`config.mk`:
```
export PLATFORM = sky130hd
export DESIGN_NAME = dmem_arbiter
export DESIGN_NICKNAME = d
export VERILOG_FILES = /design/src/rtl/mips_pkg.sv /design/src/rtl/dmem_arbiter_rr_pick2.sv /design/src/rtl/dmem_arbiter.sv
export SDC_FILE = /design/constraint.sdc
export NUM_CORES = 1
export LEC_CHECK = 0
export CAP_MARGIN = 20
export CORE_ASPECT_RATIO = 1.1
export CORE_MARGIN = 10
export CORE_UTILIZATION = 45
export CTS_BUF_LIST = sky130_fd_sc_hd__clkbuf_4 sky130_fd_sc_hd__clkbuf_8
export CTS_CLUSTER_SIZE = 8
export DETAILED_ROUTE_END_ITERATION = 16
export GPL_ROUTABILITY_DRIVEN = 0
export MAX_ROUTING_LAYER = met4
export PLACE_DENSITY = 0.89
export SYNTH_ARGS = -nofsm -noshare
export SYNTH_HDL_FRONTEND = slang
export SYNTH_HIERARCHICAL = 1
export SYNTH_SLANG_ARGS = --single-unit
```
`constraint.sdc`:
```
create_clock -name clk -period 5 [get_ports clk]
set_clock_uncertainty 0.2 [all_clocks]
set_input_delay 1 -clock clk [delete_from_list [all_inputs] [get_ports clk]]
set_output_delay 1 -clock clk [all_outputs]
set_load 0.01 [all_outputs]
```
`src/rtl/mips_pkg.sv`:
```
// Shared encodings for the data-memory arbiter: FSM states, requester indices
// and the read-data pattern returned on an aborted access.
package mips_pkg;

    typedef enum logic [1:0] {
        IDLE   = 2'd0,
        ACCESS = 2'd1,
        ACK    = 2'd2
    } arb_state_t;

    localparam logic PORT_CPU = 1'b0;
    localparam logic PORT_EXT = 1'b1;

    localparam logic [31:0] ABORT_WORD = 32'hDEADBEEF;

endpackage

```
`src/rtl/dmem_arbiter_rr_pick2.sv`:
```
// Two-way round-robin chooser: a lone requester always wins, a tie goes to the
// port that was not granted last.
module rr_pick2
    import mips_pkg::*;
(
    input  logic [1:0] i_req,
    input  logic       i_last_grant,
    output logic       o_grant_valid,
    output logic       o_grant_idx
);

    always_comb begin
        o_grant_valid = |i_req;
        o_grant_idx   = PORT_CPU;
        case (i_req)
            2'b01:   o_grant_idx = PORT_CPU;
            2'b10:   o_grant_idx = PORT_EXT;
            2'b11:   o_grant_idx = ~i_last_grant;
            default: o_grant_idx = PORT_CPU;
        endcase
    end

endmodule

```
`src/rtl/dmem_arbiter.sv`:
```
// Shares the single-port data memory between the core (port 0) and the
// loader/debug port (port 1). Define ARB_TIMEOUT_EN to abort stalled accesses.
module dmem_arbiter
    import mips_pkg::*;
#(
    parameter int AW      = 32,
    parameter int DW      = 32,
    parameter int TIMEOUT = 16
) (
    input  logic          clk,
    input  logic          rst,

    input  logic          cpu_req,
    input  logic          cpu_we,
    input  logic [AW-1:0] cpu_addr,
    input  logic [DW-1:0] cpu_wdata,
    output logic          cpu_ack,
    output logic [DW-1:0] cpu_rdata,
    output logic          cpu_stall,

    input  logic          ext_req,
    input  logic          ext_we,
    input  logic [AW-1:0] ext_addr,
    input  logic [DW-1:0] ext_wdata,
    output logic          ext_ack,
    output logic [DW-1:0] ext_rdata,

    output logic          mem_req,
    output logic          mem_we,
    output logic [AW-1:0] mem_addr,
    output logic [DW-1:0] mem_wdata,
    input  logic [DW-1:0] mem_rdata,
    input  logic          mem_ready,

    output logic          err
);

    arb_state_t    r_state;
    logic          r_last_grant;
    logic          r_gnt_idx;
    logic          r_cpu_ack;
    logic          r_ext_ack;
    logic          r_mem_req;
    logic          r_mem_we;
    logic [AW-1:0] r_mem_addr;
    logic [DW-1:0] r_mem_wdata;
    logic [DW-1:0] r_cpu_rdata;
    logic [DW-1:0] r_ext_rdata;

    logic [1:0]    w_req;
    logic          w_grant_valid;
    logic          w_grant_idx;
    logic          w_sel_we;
    logic [AW-1:0] w_sel_addr;
    logic [DW-1:0] w_sel_wdata;
    logic          w_timeout;
    logic          w_done;
    logic [DW-1:0] w_done_rdata;

    assign w_req = {ext_req, cpu_req};

    rr_pick2 u_pick (
        .i_req         (w_req),
        .i_last_grant  (r_last_grant),
        .o_grant_valid (w_grant_valid),
        .o_grant_idx   (w_grant_idx)
    );

    assign w_sel_we    = (w_grant_idx == PORT_EXT) ? ext_we    : cpu_we;
    assign w_sel_addr  = (w_grant_idx == PORT_EXT) ? ext_addr  : cpu_addr;
    assign w_sel_wdata = (w_grant_idx == PORT_EXT) ? ext_wdata : cpu_wdata;

    // A real completion always beats an abort landing on the same edge.
    assign w_done       = mem_ready | w_timeout;
    assign w_done_rdata = mem_ready ? mem_rdata : DW'(ABORT_WORD);

    always_ff @(posedge clk or negedge rst) begin
        if (!rst) begin
            r_state      <= IDLE;
            r_last_grant <= PORT_EXT;
            r_gnt_idx    <= PORT_CPU;
            r_cpu_ack    <= 1'b0;
            r_ext_ack    <= 1'b0;
            r_mem_req    <= 1'b0;
            r_mem_we     <= 1'b0;
            r_mem_addr   <= '0;
            r_mem_wdata  <= '0;
            r_cpu_rdata  <= '0;
            r_ext_rdata  <= '0;
        end else begin
            case (r_state)
                IDLE: begin
                    if (w_grant_valid) begin
                        r_mem_we     <= w_sel_we;
                        r_mem_addr   <= w_sel_addr;
                        r_mem_wdata  <= w_sel_wdata;
                        r_mem_req    <= 1'b1;
                        r_last_grant <= w_grant_idx;
                        r_gnt_idx    <= w_grant_idx;
                        r_state      <= ACCESS;
                    end
                end
                ACCESS: begin
                    if (w_done) begin
                        r_mem_req <= 1'b0;
                        r_state   <= ACK;
                        if (r_gnt_idx == PORT_EXT) begin
                            r_ext_rdata <= w_done_rdata;
                            r_ext_ack   <= 1'b1;
                        end else begin
                            r_cpu_rdata <= w_done_rdata;
                            r_cpu_ack   <= 1'b1;
                        end
                    end
                end
                ACK: begin
                    r_cpu_ack <= 1'b0;
                    r_ext_ack <= 1'b0;
                    r_state   <= IDLE;
                end
                default: r_state <= IDLE;
            endcase
        end
    end

`ifdef ARB_TIMEOUT_EN
    logic [7:0] r_wait;
    logic       r_err;

    assign w_timeout = ~mem_ready & (r_wait == 8'(TIMEOUT - 1));

    // Counts ACCESS cycles spent without mem_ready; err tracks the ack pulse.
    always_ff @(posedge clk or negedge rst) begin
        if (!rst) begin
            r_wait <= 8'd0;
            r_err  <= 1'b0;
        end else begin
            if (r_state == IDLE && w_grant_valid) begin
                r_wait <= 8'd0;
            end else if (r_state == ACCESS && !mem_ready) begin
                r_wait <= r_wait + 8'd1;
            end
            if (r_state == ACCESS && w_done) begin
                r_err <= ~mem_ready;
            end else if (r_state == ACK) begin
                r_err <= 1'b0;
            end
        end
    end

    assign err = r_err;
`else
    logic w_unused_timeout;
    assign w_unused_timeout = |TIMEOUT;
    assign w_timeout        = 1'b0;
    assign err              = 1'b0;
`endif

    assign cpu_ack   = r_cpu_ack;
    assign ext_ack   = r_ext_ack;
    assign cpu_rdata = r_cpu_rdata;
    assign ext_rdata = r_ext_rdata;
    assign cpu_stall = cpu_req & ~r_cpu_ack;
    assign mem_req   = r_mem_req;
    assign mem_we    = r_mem_we;
    assign mem_addr  = r_mem_addr;
    assign mem_wdata = r_mem_wdata;

endmodule

```
==> results of run 1 <==
path summary, 6_finish.rpt:
path	to	slack, ns	from
max in group asynchronous	mem_addr[13]	3.50	rst
min in group clk	mem_req	0.28	mem_req
setup reg to reg	mem_addr[26]	2.68	r_last_grant
setup / recovery	cpu_stall	1.56	cpu_req
hold reg to reg	mem_req	0.28	mem_req
hold / removal	cpu_rdata[24]	0.21	rst
cell usage in the layout (no fill, tap or decap):
cell             netlist  layout
a211oi_1               1       1
a21boi_4               0       1
a21o_1                 1       1
buf_12                 0       1
buf_4                  3       6
bufinv_16              0       4
clkbuf_4               0       1
clkbuf_8               0      18
clkdlybuf4s50_1        0     298
clkinv_2               0       1
clkinv_4               0       5
clkinvlp_4             0       1
conb_1                 1       1
dfrtp_1              135     135
dfstp_2                1       1
inv_1                  3       3
inv_6                  0       2
mux2_1                 1       1
mux2_2               176     176
mux2_4                19      19
nand3b_1               1       1
nand4b_1               1       1
nor2_1                 1       1
nor2b_1                2       2
nor3b_4                1       1
nor4bb_4               0       1
o21ai_0                1       1
o22ai_1                1       1
or2_1                  1       1
Yosys cell counts (2+ instances only):
library cell,number
buf_1,2
buf_6,4
buf_4,3
nor2b_1,2
inv_1,3
dfrtp_1,135
mux2_4,19
mux2_2,176
buf_2,10
buf_8,2
flip-flops by register name (all words and copies together), names as in the netlist, 2 cells and up:
| signal | cells |
|---|---|
| mem_wdata | 32 |
| r_state | 2 |
| ext_rdata | 32 |
| mem_addr | 32 |
| cpu_rdata | 32 |
power by group through the flow:
stage	clock [mW]	sequential [mW]	combinational (mW)
floorplan	0	2.21	0.876
global placement	0	1.95	2.59
detailed placement	0	2.00	2.65
CTS	1.03	1.99	2.67
global route	1.08	2.06	2.78
finish	1.00	1.98	2.62
stage by stage:
step                      instances  utilization, %
final                           847            72.7
after global routing            847            72.7
after detailed placement        815            69.3
after CTS                       847            72.7
after floorplan                 372               -
after global placement          815            69.3
metal layers:
layer	vias up	track usage (%)	share of wire (%)
li1	1935	-	-
met1	2050	20.0	35
met2	194	35.3	53
met3	30	8.89	10
met4	0	6.46	2.2
met5	-	-	0
cells by family (layout without fill, tap and decap cells):
logic type,after synthesis,count (layout)
simple gates,8,8
other cells,1,1
buf+inv,26,340
mux,196,196
flops,136,136
compound gates,5,5
worst register-to-register path, stage by stage (launching register included):
cell and delay (ns):
dfstp_2 0.39, a21boi_4 0.21, buf_4 0.66, mux2_2 0.48, mux2_2 0.27
area by class of cell:
type / count / area (um2)
clock buffers: 19 / 255
clock inverters: 13 / 194
fillers: 895 / 3580
inverters: 3 / 11.3
multi-input cells: 210 / 2410
flip-flops and latches: 136 / 3400
well taps: 161 / 201
repair buffers: 305 / 3050
==> out/qor.txt, run 1 <==
final hold vios -> 0
Net Switching -> 1.73 mW
Max Fclk -> 291 MHz
crit path time final -> 3.44 ns
Post-synth EDFFs -> 0
CTS sink cnt -> 136
Adder-Cell Fraction of Synth Area -> 0%
kind of cell adding the most delay to the critical path -> buffers and inverters
fraction of layout cells with a size suffix above 1 -> 34.7%
post-CTS sizing -> 0
slowest stage delay, CP -> 0.54 ns
P_leak -> 3.93 nW
first-pass GRT wire length -> 27.8 mm
Post-Route Setup TNS -> 0 ns
library cells used by synthesis -> 26
Area contributors post-synth -> dfrtp_1 57%, mux2_2 33%, mux2_4 4.8%
Async S/R FF share, synth -> 100%
Internal -> 3.88 mW
CTS Root Cell -> clkbuf_8
TritonRoute pass-1 iters -> 4
power share of the combinational group -> 46.7%
Final HPWL DP -> 14.1 mm
final worst hold slack -> 0.212 ns
die height -> 141 um
mapped cell area -> 5960 um2
clock power share -> 17.9%
crit-path cells -> clkdlybuf4s50_1 -> nor2b_1 -> clkdlybuf4s50_1
fin crit share -> 68.8%
routed len/inst -> 21.6 um
DR vias/cell -> 4.97
slack of the critical path -> 1.56 ns
Worst Path Required -> 3.80 ns
Die W -> 130 um
Area after DPL -> 9070 um2
Post-CTS Setup Bufs -> 0
Overflow after GRT -> 0
hold_buf cts -> 0
Syn-to-layout area delta -> 59.7%
H-tree Lvls -> 4
clock transition at the registers of the reported paths -> 0.08 ns
Initial Util -> 45.5%
Arrival @ worst endpoint -> 2.24 ns
CP Depth -> 3
MaxCap Viol Count -> 0
sequential share of the synthesized area -> 57.1%
port bufs -> 299
Place WS -> 1.55 ns
CTS buffer count -> 17
critical path type -> in2out
compound-gate portion of the synthesized area -> 0.567%
outcome -> complete, no violations
post-synthesis mux area share -> 38.2%
Core ar. -> 13100 um2
Post-Syn Instances -> 372
Worst-Margin Slew -> 0.806 ns
Syn Area/Cell -> 16.0 um2
I/O pin cnt -> 301
iteration-0 DRC count of the detailed router -> 128
Pins Over Slew Limit -> 0
Flop pwr share -> 35.4%
crit path max-delay cell type -> clkdlybuf4s50_1
Bufs on Longest Clock Path -> 2
crit end category -> output pin
Peak VDD IR -> 0.407 mV
top cell type by total area after synthesis -> dfrtp_1
power per cell area -> 589 nW/um2
WP buf/inv -> 2
total power -> 5.61 mW
CTS tree -> yes
Residual DRC -> 0
fin area -> 9520 um2
cell mode on critical path -> clkdlybuf4s50_1
initial antenna violation count -> 0
DR vias -> 4209
DIE AREA -> 18300 um2
vias in the first global route -> 4918
post-synth top area share -> 56.7%
Post-Syn Nets -> 539
switching fraction of total power -> 30.9%
Row Count -> 44
Clock Latency Late Sink -> 0.42 ns
crit start category -> input pin
Main synth FF type -> dfrtp_1
R2R depth -> 4
final setup fails -> 0
nets -> 840
Final Routed Wirelength -> 18.3 mm
Slew HR -> 46.3%
Synth Area in Simple Gates -> 1.13%
Worst Hold Class -> in2async
xor and xnor fraction of the mapped netlist area -> 0%
Worst Path Max Fanout -> 3
flops & latches, synth -> 136
unrepaired setup endpoints after global routing -> false
Final ANT Viol Nets -> 0
largest family of logic cells by synthesized area -> multiplexers
largest net degree at the start of global routing -> 123
number of antenna diodes -> 0
Ys Warns -> 6
GRT Overall Usage -> 20.4%
(Power assumes the default switching activity.)
==> run 2: changes to the inputs <==
--- a/config.mk
+++ b/config.mk
@@ -8,13 +8,13 @@
 export CAP_MARGIN = 20
 export CORE_ASPECT_RATIO = 1.1
 export CORE_MARGIN = 10
-export CORE_UTILIZATION = 45
+export CORE_UTILIZATION = 41
 export CTS_BUF_LIST = sky130_fd_sc_hd__clkbuf_4 sky130_fd_sc_hd__clkbuf_8
 export CTS_CLUSTER_SIZE = 8
 export DETAILED_ROUTE_END_ITERATION = 16
 export GPL_ROUTABILITY_DRIVEN = 0
 export MAX_ROUTING_LAYER = met4
-export PLACE_DENSITY = 0.89
+export PLACE_DENSITY = 0.82
 export SYNTH_ARGS = -nofsm -noshare
 export SYNTH_HDL_FRONTEND = slang
 export SYNTH_HIERARCHICAL = 1
==> constraint.sdc (replaced) <==
create_clock -name clk -period 3.59 [get_ports clk]
set_clock_uncertainty 0.2 [all_clocks]
set_input_delay 0.718 -clock clk [delete_from_list [all_inputs] [get_ports clk]]
set_output_delay 0.718 -clock clk [all_outputs]
set_load 0.01 [all_outputs]
==> run 2 against run 1 <==
  * Worst hold slack lost 0.16 ns
  * Non-clock buffer count grew 3
  * First-iteration DRC count grew 36%
  * Count of clock-buffer cells in the layout shrank 2
  * Global-route usage shrank 1.2 points
  * Critical path depth is the same
  * Die area grew 8.3%
  * Setup slack lost 0.85 ns
  * Sequential cell count is the same
  * Cell count grew 4.0%
==> out/qor.txt, run 2 (synthesis results as in run 1) <==
Area after DPL -> 9170 um2 (+0.99%)
Max Fclk -> 347 MHz
critical path type -> in2out
vias in the first global route -> 4958 (+0.81%)
final worst hold slack -> 0.0514 ns (-0.161 ns)
initial antenna violation count -> 0 (unchanged)
Arrival @ worst endpoint -> 1.96 ns (-0.28 ns)
first-pass GRT wire length -> 28.4 mm (+2.2%)
H-tree Lvls -> 4 (unchanged)
final setup fails -> 0 (unchanged)
Residual DRC -> 0 (unchanged)
Post-CTS Setup Bufs -> 0 (unchanged)
CTS tree -> yes
Reg2Reg Launch Point -> r_last_grant
power per cell area -> 804 nW/um2 (+37%)
Placed Cells -> 849 (+4.2%)
commonest non-fill, non-tap cell in the layout -> clkdlybuf4s50_1
final hold vios -> 0 (unchanged)
Worst Path Required -> 2.67 ns (-1.13 ns)
nets -> 843 (+0.36%)
largest net degree at the start of global routing -> 72 (-41%)
outcome -> complete, no violations
CTS buffer count -> 17 (unchanged)
Worst Path Max Fanout -> 3 (unchanged)
clock transition at the registers of the reported paths -> 0.08 ns (about the same)
DR vias -> 4234 (+0.59%)
fin area -> 9570 um2 (+0.46%)
Overflow after GRT -> 0 (unchanged)
Post-Route Setup TNS -> 0 ns (unchanged)
Core ar. -> 14300 um2 (+9.4%)
MaxCap Viol Count -> 0 (unchanged)
register area -> 3400 um2 (unchanged)
I/O pin cnt -> 301 (unchanged)
DIE AREA -> 19800 um2 (+8.3%)
fraction of layout cells with a size suffix above 1 -> 35.0% (+0.28 points)
Final HPWL DP -> 14.2 mm (+0.42%)
fin cells -> 881 (+4.0%)
crit end category -> output pin
cell mode on critical path -> clkdlybuf4s50_1
Slew HR -> 58.0% (+12 points)
Worst-Margin Slew -> 0.630 ns (-0.175 ns)
Final Routed Wirelength -> 18.4 mm (+0.22%)
Final ANT Viol Nets -> 0 (unchanged)
hold_buf cts -> 0 (unchanged)
Layout fillers -> 1024 (+14%)
die height -> 146 um (+4.1%)
iteration-0 DRC count of the detailed router -> 174 (+36%)
Clock Latency Late Sink -> 0.44 ns (+0.02 ns)
DR vias/cell -> 4.81 (-3.3%)
crit path max-delay cell type -> clkdlybuf4s50_1
number of antenna diodes -> 0 (unchanged)
crit start category -> input pin
Die W -> 135 um (+4.0%)
Syn-to-layout area delta -> 60.4%
crit path launch -> cpu_req
slowest stage delay, CP -> 0.55 ns (about the same)
Bufs on Longest Clock Path -> 2 (unchanged)
TritonRoute pass-1 iters -> 4 (unchanged)
fin crit share -> 80.2%
CTS sink cnt -> 136 (unchanged)
Pins Over Slew Limit -> 0 (unchanged)
unrepaired setup endpoints after global routing -> false
crit-path cells -> clkdlybuf4s50_1 -> nor2b_1 -> clkdlybuf4s50_1
CTS Root Cell -> clkbuf_8
GRT Overall Usage -> 19.2% (-1.2 points)
Peak VDD IR -> 0.578 mV (+42%)
routed len/inst -> 20.9 um (-3.6%)
area occupied by multi-input gates -> 2410 um2 (unchanged)
Row Count -> 46 (+4.5%)
P_leak -> 3.92 nW (-0.12%)
Initial Util -> 41.6% (-3.9 points)
post-CTS sizing -> 0 (unchanged)
most frequent cells in the layout -> 298 x clkdlybuf4s50_1, 176 x mux2_2, 135 x dfrtp_1
port bufs -> 299 (unchanged)
crit path time final -> 2.88 ns
Worst Hold Class -> in2async
==> run 2: final cells by class <==
cell class	instances	share of cell area, %
clock inverter	15	1.77
sequential	136	35.6
clock buffer	17	2.45
multi-input combinational	210	25.2
timing repair buffer	308	32.4
inverter	3	0.118
tap	192	2.51
==> run 2: worst paths after layout <==
| path | to | slack (ns) | cells after the start |
|---|---|---|---|
| max in group asynchronous | r_last_grant | 2.29 | 2 |
| setup reg to reg | mem_we | 1.59 | 4 |
| min in group clk | mem_req | 0.30 | 1 |
| hold / removal | cpu_rdata[0] | 0.05 | 1 |
| hold reg to reg | mem_req | 0.30 | 1 |
| setup / recovery | cpu_stall | 0.71 | 3 |
==> run 2: power breakdown <==
group / total (mW) / leakage (nW) / internal (mW) / switching [mW]
clock: 1.28 / 0.195 / 0.632 / 0.652
sequential: 2.75 / 1.60 / 2.31 / 0.437
combinational: 3.66 / 2.13 / 2.32 / 1.35
total: 7.69 / 3.92 / 5.26 / 2.44
==> run 2: metrics by stage <==
step | setup WS [ns] | util, % | total power, mW
final | 0.710 | 66.8 | 7.69
after global routing | 0.676 | 66.8 | 8.14
after CTS | 0.704 | 66.8 | 7.81
after detailed placement | 0.714 | 64.0 | 6.48
after global placement | 0.708 | 64.0 | 6.36
after floorplan | 1.28 | - | 4.30
==> run 2: critical path, delay by kind of cell <==
family	cells	cell delay (ns)
buffers and inverters	2	1.09
AND/OR/NAND/NOR	1	0.16
==> run 2: metal layers <==
metal / global-route usage, % / up-vias / share of wire [%] / wire length [um]
li1: - / 1939 / - / -
met4: 6.25 / 0 / 1.7 / 304
met3: 8.41 / 20 / 9.5 / 1740
met1: 19.4 / 2090 / 37 / 6820
met2: 32.5 / 185 / 52 / 9510
met5: - / - / 0 / 0
